==> config.mk <==
export PLATFORM = sky130hd
export DESIGN_NAME = sprite_compositor_flat
export DESIGN_NICKNAME = d
export VERILOG_FILES = /design/src/rtl/sprite_compositor_if.sv /design/src/rtl/sprite_compositor.sv /design/src/flat_wrapper.sv
export SDC_FILE = /design/constraint.sdc
export NUM_CORES = 1
export LEC_CHECK = 0
export BUFFER_PORTS_ARGS = -buffer_cell sky130_fd_sc_hd__buf_2
export CORE_MARGIN = 5
export CORE_UTILIZATION = 40
export DETAILED_ROUTE_END_ITERATION = 8
export GPL_TIMING_DRIVEN = 0
export HOLD_SLACK_MARGIN = 0.03
export SETUP_SLACK_MARGIN = 0.05
export SYNTH_ARGS = -nofsm -noshare
export SYNTH_HDL_FRONTEND = slang
export SYNTH_SLANG_ARGS = --single-unit
==> constraint.sdc <==
create_clock -name clk -period 4.4 [get_ports clk]
set_input_delay 0 -clock clk [delete_from_list [all_inputs] [get_ports clk]]
set_output_delay 0 -clock clk [all_outputs]
set_load 0.01 [all_outputs]
==> src/rtl/sprite_compositor_if.sv <==
// Pixel stream, sprite controls and per-sprite ROM port of the sprite compositor.
// master: timing generator, sprite engine and ROMs; slave: the compositor.
interface sprite_compositor_if #(
  parameter int NUM_SPRITES = 4,
  parameter int AW          = 8
);
  logic                      frame_start;
  logic                      in_valid;
  logic                      in_hsync;
  logic                      in_vsync;
  logic [9:0]                h_cnt;
  logic [9:0]                v_cnt;
  logic [NUM_SPRITES*10-1:0] spr_x;
  logic [NUM_SPRITES*10-1:0] spr_y;
  logic [NUM_SPRITES-1:0]    spr_en;
  logic [NUM_SPRITES-1:0]    spr_mirror;
  logic [11:0]               bg_color;
  logic [NUM_SPRITES*AW-1:0] rom_addr;
  logic [NUM_SPRITES*12-1:0] rom_data;
  logic [11:0]               out_rgb;
  logic                      out_hsync;
  logic                      out_vsync;
  logic                      out_valid;

  modport master (
    output frame_start, in_valid, in_hsync, in_vsync, h_cnt, v_cnt,
           spr_x, spr_y, spr_en, spr_mirror, bg_color, rom_data,
    input  rom_addr, out_rgb, out_hsync, out_vsync, out_valid
  );

  modport slave (
    input  frame_start, in_valid, in_hsync, in_vsync, h_cnt, v_cnt,
           spr_x, spr_y, spr_en, spr_mirror, bg_color, rom_data,
    output rom_addr, out_rgb, out_hsync, out_vsync, out_valid
  );
endinterface

==> src/rtl/sprite_compositor.sv <==
// Overlays NUM_SPRITES colour-keyed square sprites on a live background colour.
// Latency ROM_LATENCY+2 cycles on colour, sync and valid alike; one pixel per clock, no back-pressure.
module sprite_compositor #(
  parameter int          NUM_SPRITES = 4,
  parameter int          SPRITE_LEN  = 16,
  parameter int          ROM_LATENCY = 1,
  parameter logic [11:0] TRANSPARENT = 12'hCBE
) (
  input logic               clk,
  input logic               rst,
  sprite_compositor_if.slave px
);
  localparam int          LW    = $clog2(SPRITE_LEN);
  localparam int          AW    = 2 * LW;
  localparam logic [10:0] LEN11 = 11'(SPRITE_LEN);

  if (SPRITE_LEN < 2 || (SPRITE_LEN & (SPRITE_LEN - 1)) != 0) begin : g_len_chk
    $error("sprite_compositor: SPRITE_LEN must be a power of two");
  end
  if (ROM_LATENCY < 0 || ROM_LATENCY > 3) begin : g_lat_chk
    $error("sprite_compositor: ROM_LATENCY must be in 0..3");
  end

  // Controls only change on frame_start so a sprite never tears mid-frame.
  logic [NUM_SPRITES*10-1:0] sh_x, sh_y;
  logic [NUM_SPRITES-1:0]    sh_en, sh_mirror;

  always_ff @(posedge clk or posedge rst) begin
    if (rst) begin
      sh_x      <= '0;
      sh_y      <= '0;
      sh_en     <= '0;
      sh_mirror <= '0;
    end else if (px.frame_start) begin
      sh_x      <= px.spr_x;
      sh_y      <= px.spr_y;
      sh_en     <= px.spr_en;
      sh_mirror <= px.spr_mirror;
    end
  end

  logic [NUM_SPRITES-1:0]    hit_d;
  logic [NUM_SPRITES*AW-1:0] addr_d;

  for (genvar i = 0; i < NUM_SPRITES; i++) begin : g_spr
    logic [10:0]   dx, dy;
    logic [LW-1:0] col;

    assign dx = {1'b0, px.h_cnt} - {1'b0, sh_x[10*i +: 10]};
    assign dy = {1'b0, px.v_cnt} - {1'b0, sh_y[10*i +: 10]};
    assign hit_d[i] = sh_en[i] & px.in_valid
                    & (px.h_cnt >= sh_x[10*i +: 10]) & (px.v_cnt >= sh_y[10*i +: 10])
                    & (dx < LEN11) & (dy < LEN11);
    // Inside the sprite dx < SPRITE_LEN, so inverting its low bits gives SPRITE_LEN-1-dx.
    assign col = sh_mirror[i] ? ~dx[LW-1:0] : dx[LW-1:0];
    assign addr_d[AW*i +: AW] = hit_d[i] ? {dy[LW-1:0], col} : '0;
  end

  // Index 0 is the stage that issues the ROM address; index ROM_LATENCY lines up with rom_data.
  logic [NUM_SPRITES-1:0]    hit_q [ROM_LATENCY+1];
  logic                      vld_q [ROM_LATENCY+1];
  logic                      hs_q  [ROM_LATENCY+1];
  logic                      vs_q  [ROM_LATENCY+1];
  logic [NUM_SPRITES*AW-1:0] addr_q;

  always_ff @(posedge clk or posedge rst) begin
    if (rst) begin
      addr_q <= '0;
      for (int k = 0; k <= ROM_LATENCY; k++) begin
        hit_q[k] <= '0;
        vld_q[k] <= 1'b0;
        hs_q[k]  <= 1'b1;
        vs_q[k]  <= 1'b1;
      end
    end else begin
      addr_q   <= addr_d;
      hit_q[0] <= hit_d;
      vld_q[0] <= px.in_valid;
      hs_q[0]  <= px.in_hsync;
      vs_q[0]  <= px.in_vsync;
      for (int k = 1; k <= ROM_LATENCY; k++) begin
        hit_q[k] <= hit_q[k-1];
        vld_q[k] <= vld_q[k-1];
        hs_q[k]  <= hs_q[k-1];
        vs_q[k]  <= vs_q[k-1];
      end
    end
  end

  assign px.rom_addr = addr_q;

  // Walk from the bottom of the stack up so the lowest opaque channel wins.
  logic [11:0] rgb_d;
  always_comb begin
    rgb_d = px.bg_color;
    for (int i = NUM_SPRITES - 1; i >= 0; i--) begin
      if (hit_q[ROM_LATENCY][i] && (px.rom_data[12*i +: 12] != TRANSPARENT)) begin
        rgb_d = px.rom_data[12*i +: 12];
      end
    end
    if (!vld_q[ROM_LATENCY]) begin
      rgb_d = '0;
    end
  end

  logic [11:0] rgb_q;
  logic        vld_o, hs_o, vs_o;

  always_ff @(posedge clk or posedge rst) begin
    if (rst) begin
      rgb_q <= '0;
      vld_o <= 1'b0;
      hs_o  <= 1'b1;
      vs_o  <= 1'b1;
    end else begin
      rgb_q <= rgb_d;
      vld_o <= vld_q[ROM_LATENCY];
      hs_o  <= hs_q[ROM_LATENCY];
      vs_o  <= vs_q[ROM_LATENCY];
    end
  end

  assign px.out_rgb   = rgb_q;
  assign px.out_valid = vld_o;
  assign px.out_hsync = hs_o;
  assign px.out_vsync = vs_o;
endmodule
==> src/flat_wrapper.sv <==
// flat-port wrapper written by rule: the top's interface ports become plain ports
module sprite_compositor_flat 
#(
  parameter int          NUM_SPRITES = 4,
  parameter int          SPRITE_LEN  = 16,
  parameter int          ROM_LATENCY = 1,
  parameter logic [11:0] TRANSPARENT = 12'hCBE
)
  (clk, rst, px_frame_start, px_in_valid, px_in_hsync, px_in_vsync, px_h_cnt, px_v_cnt, px_spr_x, px_spr_y, px_spr_en, px_spr_mirror, px_bg_color, px_rom_data, px_rom_addr, px_out_rgb, px_out_hsync, px_out_vsync, px_out_valid);
  sprite_compositor_if #(.NUM_SPRITES(NUM_SPRITES)) px_i ();
  input logic clk;
  input logic rst;
  input wire logic [$bits(px_i.frame_start)-1:0] px_frame_start;
  input wire logic [$bits(px_i.in_valid)-1:0] px_in_valid;
  input wire logic [$bits(px_i.in_hsync)-1:0] px_in_hsync;
  input wire logic [$bits(px_i.in_vsync)-1:0] px_in_vsync;
  input wire logic [$bits(px_i.h_cnt)-1:0] px_h_cnt;
  input wire logic [$bits(px_i.v_cnt)-1:0] px_v_cnt;
  input wire logic [$bits(px_i.spr_x)-1:0] px_spr_x;
  input wire logic [$bits(px_i.spr_y)-1:0] px_spr_y;
  input wire logic [$bits(px_i.spr_en)-1:0] px_spr_en;
  input wire logic [$bits(px_i.spr_mirror)-1:0] px_spr_mirror;
  input wire logic [$bits(px_i.bg_color)-1:0] px_bg_color;
  input wire logic [$bits(px_i.rom_data)-1:0] px_rom_data;
  output wire logic [$bits(px_i.rom_addr)-1:0] px_rom_addr;
  output wire logic [$bits(px_i.out_rgb)-1:0] px_out_rgb;
  output wire logic [$bits(px_i.out_hsync)-1:0] px_out_hsync;
  output wire logic [$bits(px_i.out_vsync)-1:0] px_out_vsync;
  output wire logic [$bits(px_i.out_valid)-1:0] px_out_valid;
  assign px_i.frame_start = px_frame_start;
  assign px_i.in_valid = px_in_valid;
  assign px_i.in_hsync = px_in_hsync;
  assign px_i.in_vsync = px_in_vsync;
  assign px_i.h_cnt = px_h_cnt;
  assign px_i.v_cnt = px_v_cnt;
  assign px_i.spr_x = px_spr_x;
  assign px_i.spr_y = px_spr_y;
  assign px_i.spr_en = px_spr_en;
  assign px_i.spr_mirror = px_spr_mirror;
  assign px_i.bg_color = px_bg_color;
  assign px_i.rom_data = px_rom_data;
  assign px_rom_addr = px_i.rom_addr;
  assign px_out_rgb = px_i.out_rgb;
  assign px_out_hsync = px_i.out_hsync;
  assign px_out_vsync = px_i.out_vsync;
  assign px_out_valid = px_i.out_valid;
  sprite_compositor #(.NUM_SPRITES(NUM_SPRITES), .SPRITE_LEN(SPRITE_LEN), .ROM_LATENCY(ROM_LATENCY), .TRANSPARENT(TRANSPARENT)) u_core (.clk(clk), .rst(rst), .px(px_i));
endmodule
==> results.txt <==
WL met2: 13.7 mm
Die H: 165 um
main flop type after synthesis: dfrtp_1
Top Layer Used: met4
GP Congestion: 0.882
Slew Limit Fails: 0
slowest CP cell: a2111oi_0
path category of the worst min-delay check: primary input to flop
Remaining Overflow, GRT: 0
Register Area: 0.00374 mm2
I/O Buffers: 219
Sum Neg Setup Slack: 0 ps
Syn Area/Cell: 8.96 um2
total leakage power: 0.00633 uW
reg-to-reg startpoint: u_core.sh_x[20]$_DFFE_PP0P_
sequential share of the synthesized area: 0.389
YS warnings: 0
M1 WL: 14.2 mm
CTS root buffer: clkbuf_16
Fillers: 2210
pin count of the biggest net entering global routing: 91
Rows: 56
min Tclk post-route: 3540 ps
Final period util: 0.804
Residual DRC: 0
DR vias: 9151
initial drt markers: 715
FFs w/ async S/R, synth: 1.00
Slew Limit Headroom: 0.317
overall die area: 0.0272 mm2
Final ANT Viol Nets: 0
worst-path fanout max: 9
setup violators final: 0
clock-pin transition on the worst setup and hold timing paths: 60 ps
CP Launch Point: u_core.sh_x[20]$_DFFE_PP0P_
unrepaired setup endpoints after global routing: false
FMAX: 283 MHz
Data required, critical path: 4660 ps
Peak VDD IR: 0.230 mV
cts bufs inserted: 17
CP top delay family: compound AO/OA/AOI/OAI gates
Pwr Density: 326 mW/mm2
Max stage delay on crit path: 670 ps
GRT Util Overall: 0.225
Setup CP Type: flop to flop
H-tree depth: 4
worst hold start: px_frame_start
Tightest Pin Transition: 1020 ps
# IOs: 221
Crit. End Element: flop
buffers plus inverters on the worst setup path: 1
Mapped Area: 0.00960 mm2
worst hold slack: 15.0 ps
Routed WL: 30.4 mm
Layout Nets: 1716
Synth cell types: 69
synthesis-stage register bit count: 149
drt first pass iters: 6
drt via density: 5.12
CP startpoint kind: flop
DPL Wire Length: 22.8 mm
first-pass GRT wire length: 47.7 mm
synthesized instance count: 1071
Mapped Nets: 1333
CP cell instances: ha_1, inv_1, fa_1, a211oi_1, o21bai_1, a211o_1, a22o_1, nor3b_1, nand3_1, a2111oi_0
CORE AREA: 0.0235 mm2
critical path data arrival time: 3790 ps
Hold Vio Cnt, Final: 0
Clock Skew: 8.78 ps
die width: 165 um
clock sinks: 149
diode count: 0
clk buf depth: 2
Starting Density: 0.408
Multi-input gate area: 0.00530 mm2
DR WL/cell: 17.0 um
Clk Latency, worst-skew pair: 430 ps
Layout area overhead: 37.4%
max_cap viols: 0
vias in the first global route: 9095
ratio of cells with drive above 1 in the final layout: 0.198
initial antenna violation count: 0
CTS tree: yes
status: finished clean
Post-synth EDFFs: 0
wire length on met3: 1.96 mm
-- kinds of logic after synthesis --
family / synth area share
mux: 0.0401
simple gates: 0.152
fa+ha+maj: 0.121
buf+inv: 0.0590
compound gates: 0.205
flops: 0.389
xor+xnor: 0.0338
-- flip-flops by register name, indices dropped and copies added, names as in the netlist, 4 cells and up --
signal,flops
u_core.px.out_rgb,12
u_core.sh_mirror,4
u_core.sh_x,40
u_core.sh_en,4
u_core.hit_q,8
u_core.sh_y,40
u_core.px.rom_addr,32
-- cell usage after synthesis (7+ instances only) --
library cell	number	area share
a21oi_1	65	0.034
xor2_1	14	0.013
nand2_1	95	0.037
a211oi_1	24	0.019
nor3_1	46	0.024
clkbuf_1	30	0.012
dfrtp_1	143	0.37
ha_1	80	0.10
nor2b_1	11	0.0072
o211ai_1	7	0.0055
nor2_1	56	0.022
fa_1	8	0.017
o21ai_0	125	0.065
o21a_1	18	0.014
mux2i_1	16	0.017
xnor2_1	23	0.021
nand4_1	10	0.0065
mux2_2	19	0.022
a21o_1	13	0.010
nand3_1	15	0.0078
nand2b_1	17	0.011
inv_1	111	0.043
-- worst paths after layout --
kind / slack [ps] / end / cells after the start
setup reg to reg: 860 / u_core.px.rom_addr[23]$_DFF_PP0_ / 10
hold / removal: 10 / u_core.sh_x[6]$_DFFE_PP0P_ / 2
hold reg to reg: 350 / u_core.hit_q[3]$_DFF_PP0_ / 0
setup / recovery: 860 / u_core.px.rom_addr[23]$_DFF_PP0_ / 10
min in group asynchronous: 170 / u_core.sh_y[0]$_DFFE_PP0P_ / 3
max in group asynchronous: 3390 / u_core.sh_y[35]$_DFFE_PP0P_ / 4
-- routing by layer --
metal  global-route usage  vias up
met5                    0        -
met4               0.0556        0
met3               0.0409       33
met2                0.365      276
met1                0.313     4275
li1                     -     4567
-- final cells by class --
cell class / instances / share of cell area
multi-input combinational: 775 / 0.401
tap: 319 / 0.0302
sequential: 149 / 0.283
buffer: 36 / 0.0114
inverter: 111 / 0.0320
timing repair buffer: 364 / 0.194
clock buffer: 20 / 0.0339
clock inverter: 12 / 0.0136
-- worst register-to-register path, stage by stage (launching register included) --
cell and delay (ps):
dfrtp_1 340, ha_1 160, inv_1 50, fa_1 420, a211oi_1 280, o21bai_1 140
a211o_1 340, a22o_1 230, nor3b_1 280, nand3_1 450, a2111oi_0 670
-- stage by stage --
stage	setup WS (ps)	power, uW	utilization	cell area (um2)	cells
finish	864	4300	0.560	13200	1786
global route	685	4530	0.560	13200	1786
CTS	976	4320	0.560	13200	1786
detailed placement	884	2610	0.473	11100	1610
global placement	-1430	2590	0.471	11100	1609
floorplan	402	2280	-	9600	1071
-- timing repair --
action | in CTS | in global routing
endpoints found under the setup margin | 0 | 0
buffers inserted | 0 | 0
hold buffers | 144 | 0
hold endpoints to repair | 162 | 0
resized for setup | 0 | 0
-- cell usage in the layout, fill, tap and decap left out, types with 15 or more instances in the layout --
master           n
mux2i_1         16
nand2_1         95
clkbuf_1        32
nand2b_1        17
dfrtp_1        143
o21a_1          18
ha_1            80
a211oi_1        24
clkbuf_16       17
buf_2          222
nor3_1          46
o21ai_0        125
a21oi_1         65
nor2_1          56
inv_1          110
nand3_1         15
xnor2_1         23
dlygate4sd3_1  144
mux2_2          19
-- where the power goes --
group / internal, uW / switching, uW / leakage [uW]
registers: 1450 / 24.6 / 0.00187
logic: 562 / 680 / 0.00416
clock network: 965 / 617 / 0.000296
No activity file was read; power rests on OpenSTA's default activity.
